==> src/rtl/fetch_sequencer.sv <==
// rtl/fetch_sequencer.sv - fetch window sequencer: boot, redirect, advance and halt control of the PC window
//
// Purpose: decides each cycle whether the program counter window is reloaded
// and with which base. Redirects (trap, branch) go through a one-cycle FLUSH
// state in which no slot is valid. In RUN the window advances by the number of
// slots the backend issued, capped at the window size.
//
// Ports:
//   FS_CLK        in   clock, rising edge
//   FS_RST_N      in   asynchronous active-low reset
//   FS_STALL      in   backend cannot accept the window this cycle
//   FS_ISSUE_CNT  in   slots consumed by issue this cycle
//   FS_BR_VALID   in   taken branch/jump redirect request
//   FS_BR_TARGET  in   redirect target address
//   FS_TRAP_VALID in   trap/interrupt request
//   FS_TRAP_VEC   in   trap handler address
//   FS_HALT       in   request to stop fetching
//   PC_LD         out  load strobe to the PC window (combinational)
//   PC_IN         out  new window base presented with PC_LD (combinational)
//   FS_WIN_VALID  out  per-slot valid for the current window (combinational)
//   FS_MISALIGN   out  pulse: branch target misaligned (combinational)
//   FS_BASE       out  registered copy of the current window base
//   FS_STATE      out  BOOT=0, RUN=1, FLUSH=2, HALTED=3
module fetch_sequencer #(
  parameter int          INSTR_WINDOW = 4,
  parameter logic [31:0] RESET_VECTOR = 32'h0000_0000
) (
  input  logic                                FS_CLK,
  input  logic                                FS_RST_N,
  input  logic                                FS_STALL,
  input  logic [$clog2(INSTR_WINDOW+1)-1:0]   FS_ISSUE_CNT,
  input  logic                                FS_BR_VALID,
  input  logic [31:0]                         FS_BR_TARGET,
  input  logic                                FS_TRAP_VALID,
  input  logic [31:0]                         FS_TRAP_VEC,
  input  logic                                FS_HALT,
  output logic                                PC_LD,
  output logic [31:0]                         PC_IN,
  output logic [INSTR_WINDOW-1:0]             FS_WIN_VALID,
  output logic                                FS_MISALIGN,
  output logic [31:0]                         FS_BASE,
  output logic [1:0]                          FS_STATE
);

  localparam int CNT_W = $clog2(INSTR_WINDOW + 1);
  localparam logic [CNT_W-1:0] WIN_CNT = CNT_W'(INSTR_WINDOW);

  typedef enum logic [1:0] {
    S_BOOT   = 2'd0,
    S_RUN    = 2'd1,
    S_FLUSH  = 2'd2,
    S_HALTED = 2'd3
  } state_t;

  state_t      state;
  state_t      state_next;
  logic [31:0] base;

  logic [CNT_W-1:0] issue_eff;
  logic [31:0]      step;
  logic [31:0]      trap_base;

  // Trap vectors are word-aligned by dropping the low bits, never faulted.
  assign trap_base = {FS_TRAP_VEC[31:2], 2'b00};

  // Over-reported issue counts are clamped to the window; the sum wraps mod 2^32.
  assign issue_eff = (FS_ISSUE_CNT > WIN_CNT) ? WIN_CNT : FS_ISSUE_CNT;
  assign step      = 32'(issue_eff) << 2;

  logic unused_trap_lsbs;
  assign unused_trap_lsbs = ^FS_TRAP_VEC[1:0];

  always_comb begin
    state_next   = state;
    PC_LD        = 1'b0;
    PC_IN        = base;
    FS_WIN_VALID = '0;
    FS_MISALIGN  = 1'b0;
    unique case (state)
      S_BOOT: begin
        PC_LD      = 1'b1;
        PC_IN      = RESET_VECTOR;
        state_next = S_FLUSH;
      end
      S_RUN: begin
        FS_WIN_VALID = '1;
        if (FS_TRAP_VALID) begin
          PC_LD      = 1'b1;
          PC_IN      = trap_base;
          state_next = S_FLUSH;
        end else if (FS_BR_VALID) begin
          // A misaligned target is routed to the trap handler instead.
          PC_LD       = 1'b1;
          state_next  = S_FLUSH;
          if (FS_BR_TARGET[1:0] == 2'b00) begin
            PC_IN = FS_BR_TARGET;
          end else begin
            PC_IN       = trap_base;
            FS_MISALIGN = 1'b1;
          end
        end else if (FS_HALT) begin
          state_next = S_HALTED;
        end else if (!FS_STALL && (issue_eff != '0)) begin
          PC_LD = 1'b1;
          PC_IN = base + step;
        end
      end
      S_FLUSH: begin
        // Only a trap can re-redirect during flush; it keeps us in FLUSH.
        if (FS_TRAP_VALID) begin
          PC_LD = 1'b1;
          PC_IN = trap_base;
        end else begin
          state_next = S_RUN;
        end
      end
      S_HALTED: begin
        state_next = S_HALTED;
      end
      default: begin
        state_next = S_BOOT;
      end
    endcase
  end

  always_ff @(posedge FS_CLK or negedge FS_RST_N) begin
    if (!FS_RST_N) begin
      state <= S_BOOT;
      base  <= RESET_VECTOR;
    end else begin
      state <= state_next;
      if (PC_LD) begin
        base <= PC_IN;
      end
    end
  end

  assign FS_BASE  = base;
  assign FS_STATE = state;

endmodule

==> config.mk <==
export PLATFORM = sky130hd
export DESIGN_NAME = fetch_sequencer
export DESIGN_NICKNAME = d
export VERILOG_FILES = /design/src/rtl/fetch_sequencer.sv
export SDC_FILE = /design/constraint.sdc
export NUM_CORES = 1
export LEC_CHECK = 0
export CAP_MARGIN = 20
export CORE_ASPECT_RATIO = 1.4
export CORE_UTILIZATION = 25
export CTS_BUF_LIST = sky130_fd_sc_hd__clkbuf_4 sky130_fd_sc_hd__clkbuf_8
export CTS_CLUSTER_DIAMETER = 100
export DETAILED_ROUTE_END_ITERATION = 6
export HOLD_SLACK_MARGIN = 0.08
export SLEW_MARGIN = 20
export SYNTH_ARGS = -nofsm -noshare
export SYNTH_HDL_FRONTEND = slang
export SYNTH_SLANG_ARGS = --single-unit
==> constraint.sdc <==
create_clock -name FS_CLK -period 2.8 [get_ports FS_CLK]
set_input_delay 0.56 -clock FS_CLK [delete_from_list [all_inputs] [get_ports FS_CLK]]
set_output_delay 0.56 -clock FS_CLK [all_outputs]
set_load 0.05 [all_outputs]
### After elaboration in Yosys (flattened, before gate mapping)

Index checks and enable logic that the tools add are counted.

* $add $sub $neg: 1
* magnitude comparators: 1
* equal/unequal tests: 5
* multiplexer cells: 24
* reductions and logical operators: 6

Operators with widths (count)
* 32-bit 2-to-1 mux: 6
* 32-bit one-hot mux with 3 select lines: 1
* 32-bit by 5-bit adder with 32-bit output: 1
* 1-bit 2-to-1 mux: 9
* 2-bit 2-to-1 mux: 4
* 2-bit one-hot mux with 4 select lines: 1
* 2-bit equality test, second input constant: 2
* 2-bit zero test: 2
* 4-bit 2-to-1 mux: 1
* 4-bit != test, second input constant: 1
* 3-bit greater-than comparator, second input constant: 1
* 3-bit 2-to-1 mux: 1
* 1-bit one-hot mux with 3 select lines: 1
* 3-bit nonzero test: 1
* 2-bit by 1-bit equality test with 1-bit output, second input constant: 1
* 2-bit != test, second input constant: 1
* 2-bit AND reduction: 1
* 1-bit logical AND: 1
* 1-bit zero test: 1

* register bits: 34
* bits of input ports: 73
* output and inout bits: 72
* word-level logic and storage cells: 39

### Logic depth before layout (Yosys ltp)

* depth after elaboration: 9
* gate-level depth with buffers: 9
* mapped depth without buffers: 9

### Worst setup path after synthesis

No wires, ideal clock.

* path kind: reg-to-output
* start point: reg base[2], in the netlist FS_BASE[2]
* end point: out PC_IN[16]
* arrival: 3.254 ns
* required time: 2.240 ns
* path slack: -1.014 ns
* stages on the path, launching flop included: 9
* path buffers: 0
* path through: dfrtp_1 -> ha_1 -> fa_1 -> a21oi_1 -> nor4b_4 -> nand3_1 -> xor2_1 -> o221a_2 -> nor3_1

* longest elaborated chain between the ends: 6

RTL lines
* from (decl): RTL line 57 `logic [31:0] base;`
* from (signal assigned): RTL line 129 `base <= RESET_VECTOR;`
* from (signal assigned): RTL line 133 `base <= PC_IN;`
* 32-bit by 5-bit adder with 32-bit output: RTL line 105 `PC_IN = base + step;`
* 32-bit 2-to-1 mux: RTL line 103 `end else if (!FS_STALL && (issue_eff != '0)) begin`
* 32-bit 2-to-1 mux: RTL line 101 `end else if (FS_HALT) begin`
* 32-bit 2-to-1 mux: RTL line 91 `end else if (FS_BR_VALID) begin`
* 32-bit 2-to-1 mux: RTL line 87 `if (FS_TRAP_VALID) begin`
* 32-bit one-hot mux with 3 select lines: RTL line 79 `unique case (state)`
* to (decl): RTL line 38 `output logic [31:0] PC_IN,`

No other way between the ends.

### Worst setup path after layout

* start point: in FS_ISSUE_CNT[2]
* end point: out PC_IN[25]

* longest elaborated chain between the ends: 9
* elaborated cells on any way between the ends: 10
* those cells by class: add/sub: 1; order compare: 1; mux: 6; reduce/logical: 2

RTL lines
* from (decl): RTL line 31 `input logic [$clog2(INSTR_WINDOW+1)-1:0] FS_ISSUE_CNT,`
* 3-bit greater-than comparator: RTL line 67 `assign issue_eff = (FS_ISSUE_CNT > WIN_CNT) ? WIN_CNT : FS_ISSUE_CNT;`
* 3-bit 2-to-1 mux (*): RTL line 67
* branches (longest 2 deep; another with 32-bit by 5-bit adder with 32-bit output)
* 32-bit 2-to-1 mux (*): RTL line 103
* 32-bit 2-to-1 mux (*): RTL line 101
* 32-bit 2-to-1 mux (*): RTL line 91
* 32-bit 2-to-1 mux (*): RTL line 87
* 32-bit one-hot mux with 3 select lines (*): RTL line 79

Every way passes the cells marked *.

==> results by group <==
Status
  • Status: complete, but fails checks
  • Failing checks: design-rule violations, negative setup slack

CTS
  • # H-tree levels: 2
  • Clk sinks: 34
  • Root buffer cell: clkbuf_8
  • Cts bufs inserted: 5
  • CTS tree: built
  • Clk buf depth: 2
  • CTS clk-pin slew, worst paths: approximately 0.080 ns
  • Worst skew pair latency: 0.31 ns

STA
  • Fmax: 315.0 MHz
  • Final min period: 3.175 ns
  • Final Max Slew Viols: 0
  • Slew @ Worst Pin: 0.8585 ns
  • Hold Violations, Final: 0
  • Hold slack: between 0.3 and 0.4 ns
  • Final period util: 113.4%
  • Clock skew: 0.009171 ns
  • Final WS setup: -0.3748 ns
  • Slew HR: 42.56%
  • Final setup fails: 30
  • RSZ-0062 raised after global routing: yes

Layout
  • Final Util: around 52%
  • Fillers: 1336
  • Share of layout cells above drive strength 1: 38.40%
  • Register area: between 800 and 900 um^2
  • Final net count: 813
  • Area Growth Syn to Fin: 104.3%
  • Area of the multi-input gates: approximately 3300 um^2
  • Design area: 7263 um^2
  • Post-Layout Cell Count: 922
  • Ant. Diodes: 0

Floorplan
  • Core Rows: 51
  • Starting Density: between 20% and 30%
  • Die H: 143.1 um
  • CORE AREA: between 10000 and 15000 um^2
  • Die X: 102.8 um
  • Die ar.: 14710 um^2
  • I/O pin cnt: 145

Drt
  • DRC viols: 2
  • Via-to-Cell Ratio: 5.418
  • Via count: 4995
  • DRT Wirelength: 16960 um
  • DRT Pass-1 Iters: 7
  • Detail Route Antenna Nets: 0
  • Starting DRT DRC Count: 270
  • Routed length per instance: 18.40 um

Synth
  • Syn avg cell area: approximately 6.9 um^2
  • Synth area leader: dfrtp_1
  • Asr flop ratio synth: 100.0%
  • Yosys cell types: 59
  • Top post-synthesis cells by area: dfrtp_1 (24%), nand2_1 (11%), o21ai_0 (10%)
  • Number of flops mapped to enable cells by yosys: 0
  • Share of the synthesized area in the top cell type: 23.94%
  • Synth Flop Type: dfrtp_1
  • Cell Area, Synth: 3555 um^2
  • Synth Net Count: 593
  • Yosys reg bits: 34
  • Number of synthesis warnings: 0
  • Sequential area share after synthesis: 23.94%
  • Post-Syn Instances: slightly above 500

Worst setup path
  • CP max FO: 3
  • CP Cell Sequence: buf_8 > buf_6 > nor2b_4 > buf_6 > ha_4 > a21o_1 > a21oi_2 > or3_4 > o31a_1 > o31ai_2 > o21ai_2 > buf_12
  • Critical path arrival: approximately 2.6 ns
  • Crit-path slowest cell: or3_4
  • Critical path origin: FS_ISSUE_CNT[2]
  • Max incr delay on CP: approximately 0.37 ns
  • Data required time of the worst path: 2.24 ns
  • CP Capture Type: primary output
  • Critical path class: input port to primary output
  • R2R Setup Slk: 0.50 ns
  • Origin of the critical flop-to-flop path: FS_BASE[2]$_DFFE_PN0P_
  • Startpoint Class: input port
  • R2R depth: 10
  • Crit path top cell by count: buf_6
  • FF-to-FF End: FS_BASE[8]$_DFFE_PN0P_

Power and ir drop
  • VDD IR max: 0.5470 mV
  • Leakage power: 3.062 nW
  • Cell Pwr Density: 470.7 nW/um^2

GRT
  • Global Route Usage Sum: 23.13%
  • Total grt overflow: 0
  • Vias in the first global route: 5103
  • Initial antenna violation count: 0
  • Largest net degree at the start of global routing: 35
  • First-pass GRT wire length: about 26000 um

Placement
  • HPWL Detailed: 12560 um
  • Placed cell area: 6484 um^2
  • GP Congestion: between 0.8 and 0.9
  • Placed cells: 898
  • Number of port buffers: 142

Job
  • Maxcap violations: 0

Hold path
  • Class of the worst hold path: input port to async pin
==> worst max path at each step <==
stage                      endpoint  slack, ns  depth (start not counted)
final                     PC_IN[25]      -0.37                         12
after global routing      PC_IN[12]      -0.47                         13
after CTS                 PC_IN[26]      -0.41                         12
after detailed placement  PC_IN[26]      -0.88                         12
after global placement    PC_IN[28]      -0.84                         12
after floorplan           PC_IN[16]      -0.35                          9
==> repair_timing <==
item,CTS,global route
resized for setup,94,35
pin swaps,48,35
buffers inserted,9,13
endpoints found under the setup margin,31,32
hold buffers,0,0
==> worst max-delay path: cells and delay by family <==
| kind | cells | cell delay, ns |
|---|---|---|
| compound gates | 5 | 0.94 |
| fa+ha+maj | 1 | 0.25 |
| buf+inv | 4 | 0.45 |
| simple gates | 2 | 0.42 |
==> per-layer routing <==
metal  routed length (um)  up-vias  GRT usage, %
li1                     -     2328             -
met1                 6591     2417         27.24
met2                 8755      215         41.23
met3                 1074       35         3.524
met4                  541        0         9.118
met5                    0        -             0
==> kinds of logic after synthesis <==
group           Yosys count  synth area share, %
fa+ha+maj                 4                1.619
buf+inv                  65                7.427
simple gates            201                27.42
compound gates          187                33.30
mux                       4                1.126
xor+xnor                 21                5.174
flops                    34                23.94
==> synthesized netlist by cell type (all sizes together) (5+ instances only) <==
cell type  number
and4            7
xnor2          17
o22ai           9
nor4            8
nand3           8
or3             5
a22oi           5
buf             9
nand2         101
a221oi          5
and3            8
clkbuf         32
a31oi           5
nor2           28
nor2b           8
a21oi          35
inv            24
o21ai          76
a311oi          6
a22o            6
a222oi         11
nor3           12
dfrtp          34
==> flip-flops by register name, indices dropped and copies added (netlist names) <==
register,cells
FS_BASE,32
FS_STATE,2
==> stage by stage <==
step	TNS (ns)	power, mW	setup slack [ns]
after global placement	-22.12	2.660	-0.8399
after CTS	-6.622	3.355	-0.4125
after floorplan	-3.628	1.793	-0.3535
after detailed placement	-23.73	2.673	-0.8788
final	-6.573	3.419	-0.3748
after global routing	-8.624	3.561	-0.4700
==> layout by cell type, fill, tap and decap left out, drive strengths merged, types with 3 or more instances in the layout <==
master         count
a211oi             4
a21o               4
a21oi             35
a221oi             5
a222oi            11
a22o               6
a22oi              5
a311oi             6
a31oi              5
and3               8
and4               7
buf              157
clkbuf             7
clkdlybuf4s50     93
dfrtp             34
dlygate4sd2        4
ha                 3
inv               24
mux2i              4
nand2            101
nand3              8
nor2              28
nor2b              8
nor3              12
nor4               8
o21ai             76
o221ai             4
o22ai              9
o31ai              3
or3                5
or4                3
xnor2             17
xor2               4
==> power by group <==
| group | internal, mW | switching [mW] |
|---|---|---|
| logic | 0.947 | 1.29 |
| clock network | 0.286 | 0.214 |
| registers | 0.565 | 0.118 |
| total | 1.80 | 1.62 |
==> layout make-up <==
cell class / count / area share, %
multi-input cells: 417 / 44.82
repair buffers: 254 / 37.42
flip-flops and latches: 34 / 11.77
well taps: 185 / 3.187
inverters: 24 / 1.240
clock buffers: 7 / 1.154
clock inverters: 1 / 0.4134
No activity file was read; power rests on OpenSTA's default activity.
